--- config.mk ---
export PLATFORM = sky130hd
export DESIGN_NAME = dispense_sequencer
export DESIGN_NICKNAME = d
export VERILOG_FILES = /design/src/rtl/dispense_sequencer.sv
export SDC_FILE = /design/constraint.sdc
export NUM_CORES = 1
export LEC_CHECK = 0
export ABC_AREA = 0
export BUFFER_PORTS_ARGS = -buffer_cell sky130_fd_sc_hd__buf_2
export CAP_MARGIN = 5
export CORE_AREA = 8 8 70 72
export CTS_CLUSTER_SIZE = 12
export DETAILED_ROUTE_END_ITERATION = 16
export DIE_AREA = 0 0 78 80
export PLACE_DENSITY = 0.88
export SYNTH_ARGS = -nofsm -noshare
export SYNTH_HDL_FRONTEND = slang
export SYNTH_SLANG_ARGS = --single-unit
--- constraint.sdc ---
create_clock -name clock -period 2.9 [get_ports clock]
set_input_delay 0.58 -clock clock [delete_from_list [all_inputs] [get_ports clock]]
set_output_delay 0.58 -clock clock [all_outputs]
set_load 0.05 [all_outputs]
--- src/rtl/dispense_sequencer.sv ---
// Dispense sequencer: primes the outlet, pours a latched number of units on a
// fixed tick base, then drains, reporting completion or abort with a pulse.
module dispense_sequencer #(
    parameter int AMOUNT_WIDTH   = 8,
    parameter int TICKS_PER_UNIT = 50,
    parameter int PRIME_CYCLES   = 4,
    parameter int CLOSE_CYCLES   = 4
) (
    input  logic                    clock,
    input  logic                    reset,
    input  logic                    start,
    input  logic [AMOUNT_WIDTH-1:0] amount,
    input  logic                    cancel,
    output logic                    valve_open,
    output logic                    pump_on,
    output logic                    busy,
    output logic                    done,
    output logic                    aborted,
    output logic [AMOUNT_WIDTH-1:0] dispensed,
    output logic [AMOUNT_WIDTH-1:0] remaining
);

    localparam int CNT_MAX = (PRIME_CYCLES > CLOSE_CYCLES) ? PRIME_CYCLES : CLOSE_CYCLES;
    localparam int CW      = $clog2(CNT_MAX + 1);
    localparam int TW      = $clog2(TICKS_PER_UNIT + 1);

    localparam logic [CW-1:0] PRIME_LAST = CW'(PRIME_CYCLES - 1);
    localparam logic [CW-1:0] CLOSE_LAST = CW'(CLOSE_CYCLES - 1);
    localparam logic [TW-1:0] TICK_LAST  = TW'(TICKS_PER_UNIT - 1);

    typedef enum logic [1:0] {
        IDLE,
        PRIME,
        POUR,
        CLOSE
    } state_t;

    state_t          r_state;
    logic [CW-1:0]   r_phaseCnt;
    logic [TW-1:0]   r_tick;
    logic            r_abort;

    // Completion on the last terminal tick takes precedence over a coincident cancel.
    always_ff @(posedge clock) begin
        if (!reset) begin
            r_state    <= IDLE;
            r_phaseCnt <= '0;
            r_tick     <= '0;
            r_abort    <= 1'b0;
            valve_open <= 1'b0;
            pump_on    <= 1'b0;
            busy       <= 1'b0;
            done       <= 1'b0;
            aborted    <= 1'b0;
            dispensed  <= '0;
            remaining  <= '0;
        end else begin
            done    <= 1'b0;
            aborted <= 1'b0;
            case (r_state)
                IDLE: begin
                    if (start && (amount != '0)) begin
                        r_state    <= PRIME;
                        r_phaseCnt <= '0;
                        r_abort    <= 1'b0;
                        remaining  <= amount;
                        dispensed  <= '0;
                        valve_open <= 1'b1;
                        busy       <= 1'b1;
                    end
                end
                PRIME: begin
                    if (cancel) begin
                        r_state    <= CLOSE;
                        r_phaseCnt <= '0;
                        r_abort    <= 1'b1;
                    end else if (r_phaseCnt == PRIME_LAST) begin
                        r_state <= POUR;
                        r_tick  <= '0;
                        pump_on <= 1'b1;
                    end else begin
                        r_phaseCnt <= r_phaseCnt + CW'(1);
                    end
                end
                POUR: begin
                    if (r_tick == TICK_LAST) begin
                        r_tick    <= '0;
                        dispensed <= dispensed + AMOUNT_WIDTH'(1);
                        remaining <= remaining - AMOUNT_WIDTH'(1);
                        if (remaining == AMOUNT_WIDTH'(1)) begin
                            r_state    <= CLOSE;
                            r_phaseCnt <= '0;
                            pump_on    <= 1'b0;
                        end else if (cancel) begin
                            r_state    <= CLOSE;
                            r_phaseCnt <= '0;
                            r_abort    <= 1'b1;
                            pump_on    <= 1'b0;
                        end
                    end else if (cancel) begin
                        r_state    <= CLOSE;
                        r_phaseCnt <= '0;
                        r_abort    <= 1'b1;
                        pump_on    <= 1'b0;
                    end else begin
                        r_tick <= r_tick + TW'(1);
                    end
                end
                CLOSE: begin
                    if (r_phaseCnt == CLOSE_LAST) begin
                        r_state    <= IDLE;
                        valve_open <= 1'b0;
                        busy       <= 1'b0;
                        done       <= !r_abort;
                        aborted    <= r_abort;
                    end else begin
                        r_phaseCnt <= r_phaseCnt + CW'(1);
                    end
                end
                default: begin
                    r_state <= IDLE;
                end
            endcase
        end
    end

endmodule

==> results_dict.tcl, run 1 <==
set metrics [dict create \
    area_growth_syn_to_layout_pct 12.8 \
    worst_pin_slew_ns 0.743 \
    avgSynthCellArea_um2 8.71 \
    grt_pass1_vias 1920 \
    drt_iter0_drc 349 \
    skew_ns 0.0166 \
    path_clk_slew_ns 0.06 \
    cts-resized-gates 0 \
    nNetsFinal 294 \
    dp_hpwl_um 3890 \
    grt_max_degree 22 \
    outcome "finished, final reports clean" \
    synth-edff-count 0 \
    routed_wl_um 5460 \
    rsz0062_at_grt "false" \
    reg2reg_setup_slack_ns 0.45 \
    period_share_pct 84.4 \
    cts.htree.levels 2 \
    hold_violations 0 \
    leakagePower_nw 0.964 \
    dieArea_um2 6240 \
    drc_errors 0 \
    synth_cell_types 61 \
    die-height_um 80 \
    vias 2130 \
    ios 33 \
    initial_utilization_pct 54.7 \
    numCtsBuffers 5 \
    post_cts_buffers 0 \
    worstSetupStartpointType "flop" \
    synthArstFlopShare_pct 0 \
    yosysSeqAreaShare_pct 30.4 \
    cts_tree "done" \
    layout-drive-gt1-share_pct 21.4 \
    synth.area.top_cells "dfxtp_1, ha_1, nand3_1" \
    n_antenna_cell 0 \
    syn_area_um2 2110 \
    grt_pass1_wl_um 8810 \
    ir_drop_mv 0.397 \
    routedWlPerCell_um 17.0 \
    synthTopCellsByCount "dfxtp_1, nand3_1, inv_1" \
    synth_warnings 0 \
    arrival_ns 2.62 \
    vias_per_cell 6.64 \
    final-setup-viol-count 0 \
    synth_flop_cell "dfxtp_1" \
    worstPathRequired_ns 3.08 \
    worstSetupPathType "flop to flop" \
    hold_ws_ns 0.455 \
    antenna_found_initial 0 \
    clock_latency_ns 0.29 \
    synth_top_cell_area_share_pct 30.4 \
    grt_overflow 0 \
    gp_congestion 0.935 \
    crit_fanout 18 \
    end_kind "flop" \
    cts.sinks 32 \
    synthCells 242 \
    grtUsageTotal_pct 17.0 \
    cts.path.max_buffers 2 \
    fp.dieW_um 78 \
    finalCriticalPeriod_ns 2.45 \
    maxCapViolCount 0 \
    fmax_mhz 409 \
    antenna_left 0 \
    cts_hold_buf 0 \
    dr.pass1.iters 5 \
    synth_top_cell_by_area "dfxtp_1" \
    num_rows 23 \
    port_buffers 32 \
    setup_tns_ns 0 \
    holdCritPathClass "flop to flop" \
    slew_headroom_pct 50.4 \
    core_um2 3860 \
    p_per_area_nw_per_um2 951 \
    ys_ff_latch 32 \
    yosysMostFrequentCell "dfxtp_1" \
    synth_fp_nets 266 \
    drv_slew 0 \
    min_path_cells 1 \
    clockRootBuffer "clkbuf_8" \
    reg2reg_depth 6 \
]
[cell type report]
type | instances | area, µm²
multi-input combinational | 180 | 1320
fill | 336 | 1480
sequential | 32 | 641
tap | 50 | 62.6
clock buffer | 6 | 72.6
clock inverter | 2 | 35.0
timing repair buffer | 37 | 198
inverter | 14 | 52.6
[logic make-up (layout without fill, tap and decap cells)]
logic type,after synthesis,in the layout,synth area share [%]
adder cells (fa/ha/maj),12,12,7.12
flip-flops,32,32,30.4
AO/OA/AOI/OAI,71,71,26.6
AND/OR/NAND/NOR,86,86,23.7
XOR/XNOR,3,3,1.25
buffers and inverters,30,59,7.18
multiplexers,8,8,3.80
[critical path, cell delays in order (launching register included)]
cell and delay, ns:
dfxtp_1 0.36, inv_1 0.15, ha_1 0.52, or4b_2 0.63
nor4_1 0.27, a2111oi_0 0.13, o221a_2 0.28
[metal layers]
layer  GRT usage, %  up-vias  wire [µm]
li1               -      985          -
met1           21.1     1000       2240
met2           27.3      131       2560
met3           4.73       14        555
met4           6.67        0         95
met5              0        -          0
[per-stage QoR]
step | cells | total power (W) | worst slack (ns) | util (%) | cell area [µm²]
2_1_floorplan | 242 | 0.00155 | 0.472 | - | 2110
3_3_place_gp | 313 | 0.00179 | 0.595 | 58.9 | 2270
3_5_place_dp | 313 | 0.00181 | 0.491 | 58.9 | 2270
4_1_cts | 321 | 0.00224 | 0.481 | 61.6 | 2380
5_1_grt | 321 | 0.00239 | 0.344 | 61.6 | 2380
6_report | 321 | 0.00226 | 0.452 | 61.6 | 2380
[placed cells by master (no fill, tap or decap), types with 5 or more instances in the layout]
cell	netlist	routed
a221oi_1	7	7
buf_2	3	32
inv_1	14	14
nand2_1	10	10
nor2_1	7	7
clkbuf_8	3	5
nor3_1	7	7
ha_1	12	12
nand3b_1	9	9
dfxtp_1	32	32
buf_4	1	5
nand3_1	23	23
o221a_2	6	6
a211oi_1	12	12
a21oi_1	10	10
mux2i_1	8	8
[power breakdown]
part / leakage [nW] / total (W) / switching, W / internal, W
sequential: 0.260 / 0.000635 / 0.000110 / 0.000525
clock: 0.0552 / 0.000424 / 0.000169 / 0.000255
combinational: 0.648 / 0.00120 / 0.000812 / 0.000391
[path summary, 6_finish.rpt]
path                    from      end
hold / removal       r_abort     done
setup reg to reg  r_state[0]  r_abort
hold reg to reg      r_abort     done
setup / recovery  r_state[0]  r_abort
[sequential cells by signal, indices dropped and copies added, names as in the netlist, 2 cells and up]
signal	flops
r_tick	6
r_phaseCnt	3
remaining	8
r_state	2
dispensed	8
(Power assumes the default switching activity.)
==> run 2, diff against run 1 <==
- clock period: 2.9 -> 2.3 ns (I/O delays scaled with it)
==> results_dict.tcl, run 2 (synthesis gave the netlist of run 1 again) <==
set metrics [dict create \
    final-setup-viol-count 0 \
    cts.sinks 32 \
    dieArea_um2 6240 \
    grt_max_degree 20 \
    hold_end "done" \
    final_cell_mix "buf_2, dfxtp_1, nand3_1, inv_1" \
    holdCritPathClass "flop to flop" \
    power.total_w 0.00279 \
    fin_area_um2 2400 \
    die-height_um 80 \
    n_antenna_cell 0 \
    numCtsBuffers 5 \
    fmax_mhz 447 \
    worstSetupPathType "flop to flop" \
    cts-resized-gates 0 \
    grt_pass1_vias 1997 \
    cts.path.max_buffers 2 \
    area_growth_syn_to_layout_pct 13.9 \
    cts_tree "done" \
    worstPathRequired_ns 2.49 \
    num_rows 23 \
    cts.htree.levels 2 \
    timing.rr.end "pump_on" \
    nNetsFinal 301 \
    worstSetupStartpointType "flop" \
    routedWlPerCell_um 16.7 \
    clock_latency_ns 0.29 \
    period_share_pct 97.2 \
    fp.dieW_um 78 \
    routed_wl_um 5470 \
    rsz0062_at_grt "false" \
    dr.pass1.iters 6 \
    grtUsageTotal_pct 17.6 \
    path_clk_slew_ns 0.07 \
    final_common_cell "buf_2" \
    dp_hpwl_um 3890 \
    slew_headroom_pct 65.3 \
    setup_tns_ns 0 \
    min_path_cells 1 \
    ios 33 \
    placed_area_um2 2320 \
    reg2reg_setup_slack_ns 0.07 \
    grt_pass1_wl_um 9090 \
    crit_fanout 4 \
    worstHoldStart "r_abort" \
    maxCapViolCount 0 \
    port_buffers 32 \
    nFillCells 339 \
    drt_iter0_drc 284 \
    grt_overflow 0 \
    worst_pin_slew_ns 0.516 \
    arrival_ns 2.42 \
    skew_ns 0.0129 \
    hold_ws_ns 0.437 \
    initial_utilization_pct 54.7 \
    core_um2 3860 \
    vias 2118 \
    end_kind "flop" \
    finalCriticalPeriod_ns 2.23 \
    clockRootBuffer "clkbuf_8" \
    final_util_pct 62.3 \
    reg2reg_depth 6 \
    p_per_area_nw_per_um2 1160 \
    vias_per_cell 6.48 \
    antenna_found_initial 0 \
    post_cts_buffers 0 \
    cts_hold_buf 0 \
    drv_slew 0 \
    crit-reg2reg-launch "remaining[1]" \
    antenna_left 0 \
    top_regs "dispensed x8, remaining x8, r_tick x6" \
    outcome "finished, final reports clean" \
    drc_errors 0 \
    leakagePower_nw 0.984 \
    ir_drop_mv 0.554 \
    hold_violations 0 \
    layout-drive-gt1-share_pct 23.8 \
    gp_congestion 0.937 \
]
## run 2: cell types whose count changed in the layout (fill, tap and decap cells not counted)
| cell | delta |
|---|---|
| dfxtp_1 | -2 |
| buf_4 | +7 |
| dfxtp_2 | +2 |
| bufinv_16 | -1 |
## run 2: layout make-up
cell class	count	area [µm²]	area share, %
multi-input combinational	180	1320	54.8
sequential	32	643	26.8
timing repair buffer	44	250	10.4
clock buffer	6	72.6	3.02
tap	50	62.6	2.60
inverter	14	52.6	2.19
clock inverter	1	5.00	0.208
## run 2: worst max-delay path: stages (launching register included)
cell     delay (ns)
dfxtp_2        0.33
inv_1          0.10
ha_1           0.14
or4b_1         0.51
or4_4          0.45
a221o_1        0.37
a31o_1         0.22
## run 2: per-layer routing
| layer | up-vias | global-route usage (%) | wire [µm] |
|---|---|---|---|
| li1 | 1003 | - | - |
| met1 | 979 | 21.7 | 2310 |
| met2 | 109 | 27.5 | 2490 |
| met3 | 27 | 5.07 | 527 |
| met4 | 0 | 8.89 | 144 |
| met5 | - | 0 | 0 |
## run 2: where the power goes
group          total (W)  internal (W)  switching (W)
clock network   0.000415      0.000206       0.000209
registers       0.000803      0.000665       0.000138
logic            0.00157      0.000534        0.00103
total            0.00279       0.00141        0.00138
## run 2: stage by stage
stage | cells | setup WS, ns
3_5_place_dp | 320 | 0.136
6_report | 327 | 0.0652
4_1_cts | 327 | 0.103
5_1_grt | 327 | 0.0121
3_3_place_gp | 320 | 0.202
2_1_floorplan | 242 | 0.0718
## run 2: worst max-delay path by stage
| stage | from | end | slack, ns | cells past startpoint |
|---|---|---|---|---|
| after global placement | remaining[1] | pump_on | 0.20 | 6 |
| after detailed placement | remaining[1] | pump_on | 0.14 | 6 |
| after CTS | remaining[1] | pump_on | 0.10 | 6 |
| after floorplan | remaining[0] | pump_on | 0.07 | 5 |
| after global routing | r_state[0] | r_abort | 0.01 | 6 |
| final | remaining[1] | pump_on | 0.07 | 6 |
==> run 3, diff against run 2 <==
- PLACE_DENSITY: 0.88 -> unset
- PLACE_DENSITY_LB_ADDON: unset -> 0.08
==> results_dict.tcl, run 3 (synthesis gave the netlist of run 1 again) <==
set metrics [dict create \
    antenna_left 0 \
    grt_max_degree 27 \
    cts.sinks 32 \
    cp-startpoint "remaining[1]" \
    nFillCells 352 \
    initial_utilization_pct 54.7 \
    gp_congestion 0.884 \
    path_clk_slew_ns 0.07 \
    ios 33 \
    worstSetupPathType "flop to flop" \
    hold_violations 0 \
    leakagePower_nw 1.00 \
    cts.path.max_buffers 2 \
    vias_per_cell 6.20 \
    slew_headroom_pct 66.7 \
    core_um2 3860 \
    final_cell_mix "buf_2, dfxtp_1, nand3_1, inv_1" \
    drt_iter0_drc 123 \
    nNetsFinal 301 \
    layout-drive-gt1-share_pct 24.1 \
    p_switching_w 0.00137 \
    setup_tns_ns 0 \
    vias 2035 \
    rsz0062_at_grt "false" \
    final-setup-viol-count 0 \
    arrival_ns 2.36 \
    n_antenna_cell 0 \
    finalCriticalPeriod_ns 2.17 \
    period_share_pct 94.4 \
    dp_cells 320 \
    grtUsageTotal_pct 17.2 \
    dp_hpwl_um 3860 \
    routedWlPerCell_um 16.2 \
    crit-reg2reg-launch "remaining[1]" \
    holdCritPathClass "flop to flop" \
    top_regs "dispensed x8, remaining x8, r_tick x6" \
    drc_errors 0 \
    worstSetupStartpointType "flop" \
    cts-resized-gates 0 \
    p_seq_share_pct 27.3 \
    pwr-share-clk_pct 18.5 \
    worst_pin_slew_ns 0.486 \
    port_buffers 32 \
    cts_tree "done" \
    clock_latency_ns 0.29 \
    crit_fanout 4 \
    ir_drop_mv 0.455 \
    final_util_pct 63.4 \
    combPwrFrac_pct 54.2 \
    skew_ns 0.00986 \
    num_rows 23 \
    grt_pass1_wl_um 8910 \
    swShare_pct 47.0 \
    cts_hold_buf 0 \
    worstHoldStart "r_abort" \
    dieArea_um2 6240 \
    fmax_mhz 461 \
    cts.htree.levels 2 \
    end_kind "flop" \
    dr.pass1.iters 4 \
    fp.dieW_um 78 \
    drv_slew 0 \
    stdcell_count 328 \
    routed_wl_um 5320 \
    die-height_um 80 \
    grt_pass1_vias 1865 \
    outcome "finished, final reports clean" \
    antenna_found_initial 0 \
    maxCapViolCount 0 \
    final_common_cell "buf_2" \
    clockRootBuffer "clkbuf_8" \
    post_cts_buffers 0 \
    worstPathRequired_ns 2.49 \
    numCtsBuffers 5 \
    p_per_area_nw_per_um2 1190 \
    internal_power_w 0.00154 \
    grt_overflow 0 \
    area_growth_syn_to_layout_pct 16.0 \
]
run 3: stage by stage:
stage | total power, W | setup WS [ns] | hold WS [ns] | instance area (µm²)
finish | 0.00291 | 0.130 | 0.452 | 2440
global route | 0.00312 | 0.0393 | 0.479 | 2440
CTS | 0.00292 | 0.127 | 0.455 | 2440
detailed placement | 0.00237 | 0.135 | 0.445 | 2340
global placement | 0.00236 | 0.189 | 0.432 | 2340
floorplan | 0.00196 | 0.0718 | 0.413 | 2110
run 3: cell type report:
cell class                 instances  area, µm²  area share, %
clock buffer                       6       72.6           2.97
timing repair buffer              44        263           10.7
inverter                          14       52.6           2.15
clock inverter                     2       35.0           1.43
sequential                        32        643           26.3
multi-input combinational        180       1320           53.8
tap                               50       62.6           2.56
run 3: final timing paths:
kind              endpoint  slack, ns  cells past startpoint
setup / recovery   pump_on       0.13                      6
setup reg to reg   pump_on       0.13                      6
hold reg to reg    aborted       0.45                      2
hold / removal     aborted       0.45                      2
run 3: critical path: stages, from the launching register on:
cell and delay, ns:
dfxtp_2 0.33, inv_1 0.09, ha_1 0.15, or4b_1 0.50, or4_4 0.44, a221o_1 0.35
a31o_1 0.21
run 3: routing by layer:
metal | track usage [%] | wire, µm | vias up
met5 | 0 | 0 | -
met4 | 4.81 | 38 | 0
met3 | 4.95 | 300 | 6
met2 | 27.2 | 2480 | 53
met1 | 22.2 | 2500 | 972
li1 | - | - | 1004
run 3: power by group through the flow:
stage	clock network, W	logic [W]	registers [W]
2_1_floorplan	0	0.000897	0.00106
3_3_place_gp	0	0.00156	0.000805
3_5_place_dp	0	0.00156	0.000807
4_1_cts	0.000553	0.00157	0.000795
5_1_grt	0.000584	0.00172	0.000821
6_report	0.000539	0.00158	0.000796
